**config.mk**
```make
export PLATFORM = sky130hd
export DESIGN_NAME = mips_ctrl_fsm
export DESIGN_NICKNAME = d
export VERILOG_FILES = /design/src/rtl/mips_ctrl_fsm.sv
export SDC_FILE = /design/constraint.sdc
export NUM_CORES = 1
export LEC_CHECK = 0
export CAP_MARGIN = 20
export CORE_ASPECT_RATIO = 1.2
export CORE_MARGIN = 2
export CORE_UTILIZATION = 51
export DETAILED_ROUTE_END_ITERATION = 8
export PLACE_DENSITY = 0.89
export SETUP_SLACK_MARGIN = 0.2
export SLEW_MARGIN = 10
export SYNTH_ARGS = -nofsm -noshare
export SYNTH_HDL_FRONTEND = slang
export SYNTH_SLANG_ARGS = --single-unit
```
**constraint.sdc**
```tcl
create_clock -name clk -period 5.6 [get_ports clk]
set_input_delay 0.84 -clock clk [delete_from_list [all_inputs] [get_ports clk]]
set_output_delay 0.84 -clock clk [all_outputs]
set_load 0.01 [all_outputs]
```
**src/rtl/mips_ctrl_fsm.sv**
```systemverilog
// mips_ctrl_fsm -- multi-cycle control FSM for a small MIPS subset.
//
// Accepts one instruction per valid/ready handshake, decodes it, drives
// ALU controls, waits for the ALU flags, optionally performs a memory
// access, then emits the write-back, branch, done or exception pulses.
//
// Ports
//   clk            rising-edge clock
//   reset          synchronous, active-high reset
//   instr_valid    instruction offered
//   instr_ready    FSM idle and able to accept (low while reset is high)
//   instr[31:0]    MIPS instruction word, captured on the handshake
//   alu_zero       ALU zero flag, valid one cycle after controls are presented
//   alu_overflow   ALU signed-overflow flag, same timing as alu_zero
//   alu_control    ALU operation code, held from EXEC until the next decode
//   shift_amount   shamt for sll/srl/sra, else 0
//   alu_src_imm    second ALU operand is the immediate
//   imm_zero_ext   immediate is zero-extended (andi/ori)
//   mem_read       load request, held until mem_ready
//   mem_write      store request, held until mem_ready
//   mem_ready      memory request completion
//   reg_write      one-cycle write-back pulse
//   branch_taken   one-cycle branch outcome pulse
//   done           one-cycle end-of-instruction pulse
//   exc_overflow   one-cycle arithmetic overflow trap pulse
//   exc_illegal    one-cycle illegal instruction pulse
//
// Configuration macro
//   MIPS_CTRL_OVF_TRAP_EN  when defined, add/sub/addi with alu_overflow=1
//                          trap to EXC instead of writing back.

module mips_ctrl_fsm (
  input  logic        clk,
  input  logic        reset,
  input  logic        instr_valid,
  output logic        instr_ready,
  input  logic [31:0] instr,
  input  logic        alu_zero,
  input  logic        alu_overflow,
  output logic [3:0]  alu_control,
  output logic [4:0]  shift_amount,
  output logic        alu_src_imm,
  output logic        imm_zero_ext,
  output logic        mem_read,
  output logic        mem_write,
  input  logic        mem_ready,
  output logic        reg_write,
  output logic        branch_taken,
  output logic        done,
  output logic        exc_overflow,
  output logic        exc_illegal
);

  typedef enum logic [2:0] {
    IDLE     = 3'd0,
    DECODE   = 3'd1,
    EXEC     = 3'd2,
    WAIT_ALU = 3'd3,
    MEM      = 3'd4,
    WB       = 3'd5,
    FIN      = 3'd6,
    EXC      = 3'd7
  } state_t;

  // Instruction class, decides the path taken after WAIT_ALU.
  typedef enum logic [2:0] {
    K_ALU = 3'd0,
    K_LW  = 3'd1,
    K_SW  = 3'd2,
    K_BEQ = 3'd3,
    K_BNE = 3'd4
  } kind_t;

  localparam logic [3:0] ALU_ADD  = 4'b0000;
  localparam logic [3:0] ALU_SUB  = 4'b0001;
  localparam logic [3:0] ALU_AND  = 4'b0010;
  localparam logic [3:0] ALU_OR   = 4'b0011;
  localparam logic [3:0] ALU_SLL  = 4'b0100;
  localparam logic [3:0] ALU_SRL  = 4'b0101;
  localparam logic [3:0] ALU_SRA  = 4'b0110;
  localparam logic [3:0] ALU_LESS = 4'b1000;
  localparam logic [3:0] ALU_NOR  = 4'b1001;

  state_t      state_r;
  kind_t       kind_r;
  logic [31:0] instr_r;
  logic        ovf_chk_r;

  logic        dec_legal_s;
  logic [3:0]  dec_ctl_s;
  logic [4:0]  dec_shamt_s;
  logic        dec_imm_s;
  logic        dec_zext_s;
  kind_t       dec_kind_s;
  logic        dec_ovf_s;
  logic [5:0]  op_s;
  logic [5:0]  funct_s;

  assign instr_ready = (state_r == IDLE) && !reset;
  assign op_s        = instr_r[31:26];
  assign funct_s     = instr_r[5:0];

  // Decode of the captured instruction word.
  always_comb begin
    dec_legal_s = 1'b1;
    dec_ctl_s   = ALU_ADD;
    dec_shamt_s = 5'd0;
    dec_imm_s   = 1'b0;
    dec_zext_s  = 1'b0;
    dec_kind_s  = K_ALU;
    dec_ovf_s   = 1'b0;
    case (op_s)
      6'h00: begin
        case (funct_s)
          6'h20: begin dec_ctl_s = ALU_ADD; dec_ovf_s = 1'b1; end
          6'h22: begin dec_ctl_s = ALU_SUB; dec_ovf_s = 1'b1; end
          6'h24: dec_ctl_s = ALU_AND;
          6'h25: dec_ctl_s = ALU_OR;
          6'h27: dec_ctl_s = ALU_NOR;
          6'h00: begin dec_ctl_s = ALU_SLL; dec_shamt_s = instr_r[10:6]; end
          6'h02: begin dec_ctl_s = ALU_SRL; dec_shamt_s = instr_r[10:6]; end
          6'h03: begin dec_ctl_s = ALU_SRA; dec_shamt_s = instr_r[10:6]; end
          6'h2A: dec_ctl_s = ALU_LESS;
          default: dec_legal_s = 1'b0;
        endcase
      end
      6'h08: begin dec_ctl_s = ALU_ADD;  dec_imm_s = 1'b1; dec_ovf_s = 1'b1; end
      6'h0C: begin dec_ctl_s = ALU_AND;  dec_imm_s = 1'b1; dec_zext_s = 1'b1; end
      6'h0D: begin dec_ctl_s = ALU_OR;   dec_imm_s = 1'b1; dec_zext_s = 1'b1; end
      6'h0A: begin dec_ctl_s = ALU_LESS; dec_imm_s = 1'b1; end
      6'h23: begin dec_ctl_s = ALU_ADD;  dec_imm_s = 1'b1; dec_kind_s = K_LW; end
      6'h2B: begin dec_ctl_s = ALU_ADD;  dec_imm_s = 1'b1; dec_kind_s = K_SW; end
      6'h04: begin dec_ctl_s = ALU_SUB;  dec_kind_s = K_BEQ; end
      6'h05: begin dec_ctl_s = ALU_SUB;  dec_kind_s = K_BNE; end
      default: dec_legal_s = 1'b0;
    endcase
  end

  // Control FSM; every output is registered and set on entry to the state
  // in which it must be visible, so pulses line up with that state.
  always_ff @(posedge clk) begin
    if (reset) begin
      state_r      <= IDLE;
      kind_r       <= K_ALU;
      instr_r      <= 32'd0;
      ovf_chk_r    <= 1'b0;
      alu_control  <= 4'd0;
      shift_amount <= 5'd0;
      alu_src_imm  <= 1'b0;
      imm_zero_ext <= 1'b0;
      mem_read     <= 1'b0;
      mem_write    <= 1'b0;
      reg_write    <= 1'b0;
      branch_taken <= 1'b0;
      done         <= 1'b0;
      exc_overflow <= 1'b0;
      exc_illegal  <= 1'b0;
    end else begin
      reg_write    <= 1'b0;
      branch_taken <= 1'b0;
      done         <= 1'b0;
      exc_overflow <= 1'b0;
      exc_illegal  <= 1'b0;
      case (state_r)
        IDLE: begin
          if (instr_valid) begin
            instr_r <= instr;
            state_r <= DECODE;
          end else begin
            state_r <= IDLE;
          end
        end
        DECODE: begin
          if (dec_legal_s) begin
            alu_control  <= dec_ctl_s;
            shift_amount <= dec_shamt_s;
            alu_src_imm  <= dec_imm_s;
            imm_zero_ext <= dec_zext_s;
            kind_r       <= dec_kind_s;
            ovf_chk_r    <= dec_ovf_s;
            state_r      <= EXEC;
          end else begin
            exc_illegal <= 1'b1;
            done        <= 1'b1;
            state_r     <= EXC;
          end
        end
        EXEC: state_r <= WAIT_ALU;
        WAIT_ALU: begin
`ifdef MIPS_CTRL_OVF_TRAP_EN
          if (ovf_chk_r && alu_overflow) begin
            exc_overflow <= 1'b1;
            done         <= 1'b1;
            state_r      <= EXC;
          end else begin
`else
          // Overflow is not trapped: the wrapped result is written back.
          begin
`endif
            case (kind_r)
              K_LW: begin mem_read  <= 1'b1; state_r <= MEM; end
              K_SW: begin mem_write <= 1'b1; state_r <= MEM; end
              K_BEQ: begin
                branch_taken <= alu_zero;
                done         <= 1'b1;
                state_r      <= FIN;
              end
              K_BNE: begin
                branch_taken <= !alu_zero;
                done         <= 1'b1;
                state_r      <= FIN;
              end
              default: begin
                reg_write <= 1'b1;
                done      <= 1'b1;
                state_r   <= WB;
              end
            endcase
          end
        end
        MEM: begin
          if (mem_ready) begin
            mem_read  <= 1'b0;
            mem_write <= 1'b0;
            done      <= 1'b1;
            if (kind_r == K_LW) begin
              reg_write <= 1'b1;
              state_r   <= WB;
            end else begin
              state_r <= FIN;
            end
          end else begin
            state_r <= MEM;
          end
        end
        WB:      state_r <= IDLE;
        FIN:     state_r <= IDLE;
        EXC:     state_r <= IDLE;
        default: state_r <= IDLE;
      endcase
    end
  end

endmodule

```
==> results.cfg, run 1 <==
[run_status]
outcome = finished, final reports clean

[floorplan]
start_util_pct = 54.0
die_w_um = 60.9
pin_count = 57
dieArea_mm2 = 0.00440
coreArea_mm2 = 0.00366
fp.dieH_um = 72.2
rows = 24

[yosys]
yosysSeqAreaShare_pct = 40.5
avgSynthCellArea_um2 = 8.04
synth-seq-cells = 40
synth_fp_nets = 284
ys.flop_type = dfxtp_1
ys_warn_count = 0
ys_types = 55
synth_cells = 246
synth_edf_count = 0
async_flop_share_pct = 0
synthesis.area_mm2 = 0.00198

[setup_path]
cp_slowest_cell = clkdlybuf4s50_1
critPathMaxStageDelay_ps = 590
path_delay_family = buffers and inverters
regToRegStartpoint = state_r[0]$_SDFF_PP0_
crit_path_start = reset
critical_path_class = in -> out
cpMostUsedCell = clkdlybuf4s50_1
crit_required_ps = 4760
arrival_ps = 2290
critPathBufInv = 3
cp_cell_sequence = clkdlybuf4s50_1 > buf_4 > nor4_1 > clkdlybuf4s50_1
cp_max_fo = 33
endpoint_kind = primary output
start_kind = input port

[cells_and_area]
stdcell_area_mm2 = 0.00245
final_cells = 329
area_growth_pct = 23.9
diodes = 0
fillers = 334
nets = 315
multi_input_area_mm2 = 0.00108
final_util_pct = 66.9
final_common_cell = nand2_1
drive_gt1_share_pct = 9.03
regArea_um2 = 801
final_cell_mix = 51 x nand2_1, 40 x dfxtp_1, 39 x clkdlybuf4s50_1

[placed_design]
placed_cells = 322
gp_congestion = 0.844
hpwl_um = 3040
post-place-ws_ps = 2450
port_buffers = 39
place_area_mm2 = 0.00237

[detailed_routing]
num_vias = 1848
viasPerCell = 5.62
drc = 0
wirelength_um = 4310
post_drt_wl_per_cell_um = 13.1
drt_iter0_drc = 124
dr.pass1.iters = 4
antenna_left = 0

[clock_tree]
hold_buffers = 0
cts_sinks = 40
insertion_delay_ps = 300
clockRootBuffer = clkbuf_8
tritoncts = built
ctsLongestPathBuffers = 2
cts_setup_buffers = 0
clk_pin_slew_worst_paths_ps = 80
htree_levels = 2
cts_made_buffers = 5
cts_resized = 0

[sta]
setup_slack_ps = 2470
rsz0062_at_grt = false
finalWorstPathRequiredPeriod_ps = 3130
setup_viol_count_final = 0
fin_crit_sh_pct = 55.9
worstMarginPinSlew_ps = 818
max-slew-margin-rel_pct = 44.8
max_clock_freq_mhz = 319
finalSetupTns_ps = 0
finalClockSkew_ps = 9.47
whs_ps = 453
report.final.slew_viol_count = 0
hold_viol_final = 0

[job]
maxCapViolations = 0

[power]
p_leak_nw = 0.828
p_per_area_mw_per_mm2 = 396
ir_drop_v = 0.000226
finalPower_uw = 970

[global_route]
grt_max_degree = 34
grt_overflow = 0
antenna_found_initial = 0
grt_pass1_wl_um = 7420
track_usage_pct = 22.3
first_global_vias = 1746

[hold_path]
hold_class = reg -> reg
worstHoldStart = alu_control[2]$_SDFFE_PP0P_
[cell usage after synthesis, drive strengths merged, types with 4 or more instances]
library cell  count  share of area [%]
a21oi            26                6.6
o21a              4                1.5
dfxtp            40                 40
nor2             13                2.5
nand2            52                 10
inv               7                1.3
clkbuf           13                2.6
nor3             10                3.4
o211ai            5                1.9
nor4b             4                1.8
o21ai            20                6.0
[final timing paths]
path / to / slack [ps] / cells after the start
worst max-delay path: instr_ready / 2470 / 4
worst max register to register: alu_control[1]$_SDFFE_PP0P_ / 3600 / 5
worst min-delay path: alu_control[2]$_SDFFE_PP0P_ / 450 / 2
worst min register to register: alu_control[2]$_SDFFE_PP0P_ / 450 / 2
[area by class of cell]
type                       instances  area share (%)
clock buffer                       5            2.81
clock inverter                     2           0.510
inverter                           7            1.07
multi-input combinational        183            44.1
sequential                        40            32.7
tap                               52            2.65
timing repair buffer              40            16.2
[state kept, by name, indices dropped and copies added, names as in the netlist]
register,flops
instr_r,17
shift_amount,5
alu_control,4
kind_r,3
state_r,3
alu_src_imm,1
branch_taken,1
done,1
exc_illegal,1
imm_zero_ext,1
mem_read,1
mem_write,1
reg_write,1
[metal layers]
metal / GRT usage, % / part of all wire (%) / up-vias
met1: 25.3 / 42 / 848
li1: - / - / 946
met5: 0 / 0 / -
met2: 37.5 / 51 / 48
met3: 5.88 / 4.8 / 6
met4: 11.8 / 2.0 / 0
[report_power, final]
group          internal, mW  switching, mW
Sequential            0.336         0.0671
Combinational         0.166          0.217
Clock                0.0843         0.0997
[worst register-to-register path, delay by kind of cell, from the launching register on]
kind,cells,cell delay (ps)
compound gates,2,630
flops,1,460
simple gates,3,850
[kinds of logic after synthesis]
group | synth area share, %
and+or+nand+nor | 26.2
AOI/OAI and AO/OA | 27.7
DFF | 40.5
buffers and inverters | 4.93
muxes | 0.506
other | 0.190
Power figures use the tool's default switching activity.
==> run 2: changes to the inputs <==
Settings changed: CORE_UTILIZATION 51 to 43, PLACE_DENSITY 0.89 to 0.8.
Clock period 5.6 ns to 2.68 ns, I/O delays scaled along.
==> run 2 against run 1 <==
- critical path depth grew 1
- cell count rose by 2.4%
- sequential power up 110%
- wire length decreased by 0.74%
- register-to-register slack worse by 3000 ps
- clock skew grew 0.65 ps
- cell area grew 1.7%
- combinational power grew 110%
- worst setup slack worse by 1800 ps
- worst hold slack better by 5.4 ps
- flip-flop and latch count unchanged
- clock power grew to 2.6 times the previous value
- critical path type is now reg -> reg
- critical endpoint is now alu_control[0]$_SDFFE_PP0P_
- largest cell class unchanged
- largest power group unchanged
==> results.cfg, run 2 (synthesized netlist as in run 1, its figures left out) <==
[setup_path]
regToRegStartpoint = state_r[0]$_SDFF_PP0_
cp_slowest_cell = dfxtp_1
critPathMaxStageDelay_ps = 470
rr_worst_depth = 5
start_kind = flip-flop
endpoint_kind = flip-flop
cp_max_fo = 12
cp_cell_sequence = or3b_1 > nor3_2 > o31a_1 > nor3_1 > a211oi_2
arrival_ps = 2260
critical_path_class = reg -> reg
r2r_end = alu_control[0]$_SDFFE_PP0P_
ff2ff_setup_slack_ps = 640
crit_required_ps = 2900

[detailed_routing]
num_vias = 1865
wirelength_um = 4280
wl_met2_um = 2170
wl_met1_um = 1850
antenna_left = 0
routed.top_layer = met4
drc = 0
viasPerCell = 5.53
dr.pass1.iters = 4
wl_met3_um = 175
drt_iter0_drc = 153
post_drt_wl_per_cell_um = 12.7

[sta]
finalSetupTns_ps = 0
hold_viol_final = 0
setup_viol_count_final = 0
fin_crit_sh_pct = 76.0
max-slew-margin-rel_pct = 61.1
whs_ps = 458
finalClockSkew_ps = 10.1
report.final.slew_viol_count = 0
finalWorstPathRequiredPeriod_ps = 2040
worstMarginPinSlew_ps = 575
max_clock_freq_mhz = 491
rsz0062_at_grt = false

[clock_tree]
cts_made_buffers = 5
insertion_delay_ps = 300
cts_sinks = 40
ctsLongestPathBuffers = 2
cts_setup_buffers = 0
clk_pin_slew_worst_paths_ps = 80
tritoncts = built
clockRootBuffer = clkbuf_8
hold_buffers = 0
cts_resized = 0
htree_levels = 2

[global_route]
first_global_vias = 1711
grt_overflow = 0
grt_pass1_wl_um = 7620
track_usage_pct = 18.8
antenna_found_initial = 0
grt_max_degree = 32

[placed_design]
gp_congestion = 0.813
hpwl_um = 3020
place_area_mm2 = 0.00238
port_buffers = 39

[cells_and_area]
regArea_um2 = 801
largestRegisters = instr_r x17, shift_amount x5, alu_control x4
largest_reg_flops = 17
final_common_cell = nand2_1
multi_input_area_mm2 = 0.00108
final_cell_mix = 51 x nand2_1, 40 x dfxtp_1, 39 x clkdlybuf4s50_1
fillers = 442
area_growth_pct = 26.0
stdcell_area_mm2 = 0.00249
diodes = 0
drive_gt1_share_pct = 9.32
top_register = instr_r
nets = 316

[hold_path]
min_path_cells = 2
worstHoldStart = alu_control[2]$_SDFFE_PP0P_
min_to = alu_control[2]$_SDFFE_PP0P_
hold_class = reg -> reg

[power]
ir_drop_v = 0.000358
p_per_area_mw_per_mm2 = 852
p_leak_nw = 0.848

[floorplan]
rows = 27
pin_count = 57
dieArea_mm2 = 0.00516
die_w_um = 65.9
coreArea_mm2 = 0.00449
start_util_pct = 44.0
fp.dieH_um = 78.3

[run_status]
outcome = finished, final reports clean

[job]
maxCapViolations = 0
[run 2: changes by cell type in the layout (fill, tap and decap cells not counted)]
cell        previous run  this run
buf_4                  1         2
bufinv_16              0         1
clkbuf_1               0         1
clkinvlp_4             1         0
[run 2: critical path, delay by kind of cell, from the launching register on]
| kind | cells | cell delay [ps] |
|---|---|---|
| AOI/OAI and AO/OA | 2 | 650 |
| and+or+nand+nor | 3 | 840 |
| DFF | 1 | 470 |
[run 2: layer usage]
layer	up-vias	track usage (%)
met5	-	0
met4	0	8.54
met3	7	4.30
met2	46	31.2
met1	867	22.8
li1	945	-
[run 2: worst max-delay path by stage]
stage,slack [ps],to,depth (start not counted),from
3_5_place_dp,680,alu_control[0]$_SDFFE_PP0P_,5,state_r[0]$_SDFF_PP0_
6_report,640,alu_control[0]$_SDFFE_PP0P_,5,state_r[0]$_SDFF_PP0_
3_3_place_gp,680,instr_ready,3,reset
4_1_cts,660,alu_control[0]$_SDFFE_PP0P_,5,state_r[0]$_SDFF_PP0_
5_1_grt,490,alu_control[0]$_SDFFE_PP0P_,5,state_r[0]$_SDFF_PP0_
2_1_floorplan,900,shift_amount[0]$_SDFFE_PP0P_,5,instr_r[27]$_SDFFE_PP0P_
[run 2: report_power, final]
| part | switching [mW] | internal, mW | total, mW |
|---|---|---|---|
| Sequential | 0.142 | 0.703 | 0.844 |
| Clock | 0.203 | 0.276 | 0.479 |
| Combinational | 0.449 | 0.351 | 0.800 |
| Total | 0.794 | 1.33 | 2.12 |
[run 2: cell type report]
| class | instances | area share [%] |
|---|---|---|
| multi-input cells | 183 | 43.3 |
| flip-flops and latches | 40 | 32.1 |
| repair buffers | 41 | 16.3 |
| clock buffers | 6 | 2.91 |
| well taps | 58 | 2.91 |
| clock inverters | 2 | 1.41 |
| inverters | 7 | 1.05 |
[run 2: through the flow]
| step | instances | power [mW] | setup slack [ps] | util (%) |
|---|---|---|---|---|
| floorplan | 246 | 1.43 | 903 | - |
| global route | 337 | 2.28 | 490 | 55.5 |
| finish | 337 | 2.12 | 644 | 55.5 |
| CTS | 337 | 2.14 | 656 | 55.5 |
| global placement | 329 | 1.64 | 681 | 53.1 |
| detailed placement | 329 | 1.66 | 680 | 53.1 |
==> RTL change: new RTL, config.mk and constraints of run 1 <==
The option `MIPS_CTRL_OVF_TRAP_EN` is turned on by a define.
--- a/src/rtl/mips_ctrl_fsm.sv
+++ b/src/rtl/mips_ctrl_fsm.sv
@@ -28,6 +28,8 @@
 // Configuration macro
 //   MIPS_CTRL_OVF_TRAP_EN  when defined, add/sub/addi with alu_overflow=1
 //                          trap to EXC instead of writing back.
+
+`define MIPS_CTRL_OVF_TRAP_EN
 
 module mips_ctrl_fsm (
   input  logic        clk,
Function: changed (a bounded check fails within 10 cycles, from zero or initial values and one cycle with reset high).
==> RTL change against run 1 <==
  * Final area is 6.9% higher
  * Final cell count is 4.0% higher
  * Power is 12% higher
  * Sequential cell count is 2 higher
  * Utilization is 1.4 points lower
  * Sequential power is 6.2% higher
  * Non-clock buffer count is 2 higher
  * Synthesized area is 9.4% higher
  * Die area is 8.8% higher
  * First-iteration DRC count is 7.3% lower
  * Worst setup slack worse by 33 ps
  * Clock skew is 4.4 ps lower
  * Count of clock-buffer cells in the layout is 1 higher
  * Routed wire length is 14% higher
  * Critical path type unchanged
==> RTL change: results (changes against run 1) <==
| Metric | Value |
|---|---|
| Count of routing violations after the opening detailed-route iteration | 115 (-7.3%) |
| Via count of the first global-routing pass | 1800 (+3.1%) |
| Worst setup skew after layout | 5.084 ps (-4.387 ps) |
| Least-Margin Pin Slew | 739.1 ps (-78.43 ps) |
| Met1 usage | 25.19% (-0.094 points) |
| Met3 track demand over resource in global routing | 4.874% (-1.0 points) |
| Global-route total usage across every layer | 21.81% (-0.54 points) |
| Max rail drop VDD | 0.0002359 V (+4.5%) |
| Global-route wire length before repair | 8135 um (+9.7%) |
| Result of the run | completed |
| Fraction of final layout cells sized beyond drive strength 1 | 9.722% (+0.70 points) |
| Leak | 0.9006 nW (+8.8%) |
| Dominant cells by area after synthesis | sky130_fd_sc_hd__dfxtp_1, sky130_fd_sc_hd__nand2_1, sky130_fd_sc_hd__a21oi_1, sky130_fd_sc_hd__o21ai_0, sky130_fd_sc_hd__nor2_1 |
| Port Buf Inserts | 41 (+5.1%) |
| YS warnings | 0 (unchanged) |
| DR vias | 1976 (+6.9%) |
| Final WL | 4929 um (+14%) |
| Final layout net count | 325 (+3.2%) |
| Post-detail-place hpwl | 3479 um (+14%) |
| Async set-reset flop share out of synthesis | 0% (unchanged) |
| Largest fanout on the critical path | 39 (+18%) |
| Proportion of netlist area held by the largest area contributor | 38.87% (-1.6 points) |
| Post-synthesis sequential area ratio | 38.87% (-1.6 points) |
| Global routing met2 resource utilization | 39.18% (+1.7 points) |
| Netlist cell types | 63 (+15%) |
| Pre-Repair DR Iteration Count | 5 (+1) |
| Largest net degree at the start of global routing | 40 (+18%) |
==> RTL change: path summary, 6_finish.rpt <==
| kind | start | endpoint | slack [ps] | cells after the start |
|---|---|---|---|---|
| worst max-delay path | reset | instr_ready | 2440 | 4 |
| worst min-delay path | instr_r[10]$_SDFFE_PP0P_ | instr_r[10]$_SDFFE_PP0P_ | 460 | 2 |
| worst max register to register | instr_r[28]$_SDFFE_PP0P_ | alu_control[1]$_SDFFE_PP0P_ | 3510 | 5 |
| worst min register to register | instr_r[10]$_SDFFE_PP0P_ | instr_r[10]$_SDFFE_PP0P_ | 460 | 2 |
==> RTL change: cell type report <==
| type | instances | area (um2) |
|---|---|---|
| Clock inverter | 2 | 37.54 |
| Tap cell | 54 | 67.56 |
| Timing Repair Buffer | 42 | 417.9 |
| Multi-Input combinational cell | 188 | 1155 |
| Sequential cell | 42 | 840.8 |
| Clock buffer | 6 | 72.57 |
| Inverter | 8 | 30.03 |
| Fill cell | 367 | 1383 |
==> RTL change: power by group <==
part           internal [mW]  total [mW]  switching [mW]
combinational          0.186       0.425           0.239
clock                  0.133       0.237           0.105
sequential             0.352       0.428          0.0758
total                  0.671        1.09           0.419
==> RTL change: per-stage QoR <==
stage	instance area, um2	cells	power [mW]	setup slack, ps	hold WS [ps]
after CTS	2621	342	1.091	2419	458.9
final	2621	342	1.090	2435	459.2
after detailed placement	2511	334	0.8542	2422	447.8
after global routing	2621	342	1.158	2359	486.0
after global placement	2511	334	0.8352	2467	436.3
after floorplan	2163	256	0.7532	3316	436.0
==> RTL change: kinds of logic (layout without fill, tap and decap cells) <==
| logic type | count (synthesis) | count (layout) | share of synthesized area [%] |
|---|---|---|---|
| AND/OR/NAND/NOR | 104 | 104 | 25.74 |
| AO/OA/AOI/OAI | 82 | 82 | 26.78 |
| flip-flops | 42 | 42 | 38.87 |
| buffers and inverters | 26 | 58 | 7.750 |
| XOR/XNOR | 1 | 1 | 0.4049 |
| multiplexers | 1 | 1 | 0.4627 |
==> RTL change: routing by layer <==
metal | wire, um | vias up
li1 | - | 985
met1 | 2037 | 921
met3 | 263 | 9
met5 | 0 | -
met4 | 86 | 0
met2 | 2542 | 61
==> RTL change: critical path: stages <==
cell	delay [ps]
sky130_fd_sc_hd__clkdlybuf4s50_1	400
sky130_fd_sc_hd__buf_4	270
sky130_fd_sc_hd__nor4_1	220
sky130_fd_sc_hd__clkdlybuf4s50_1	590
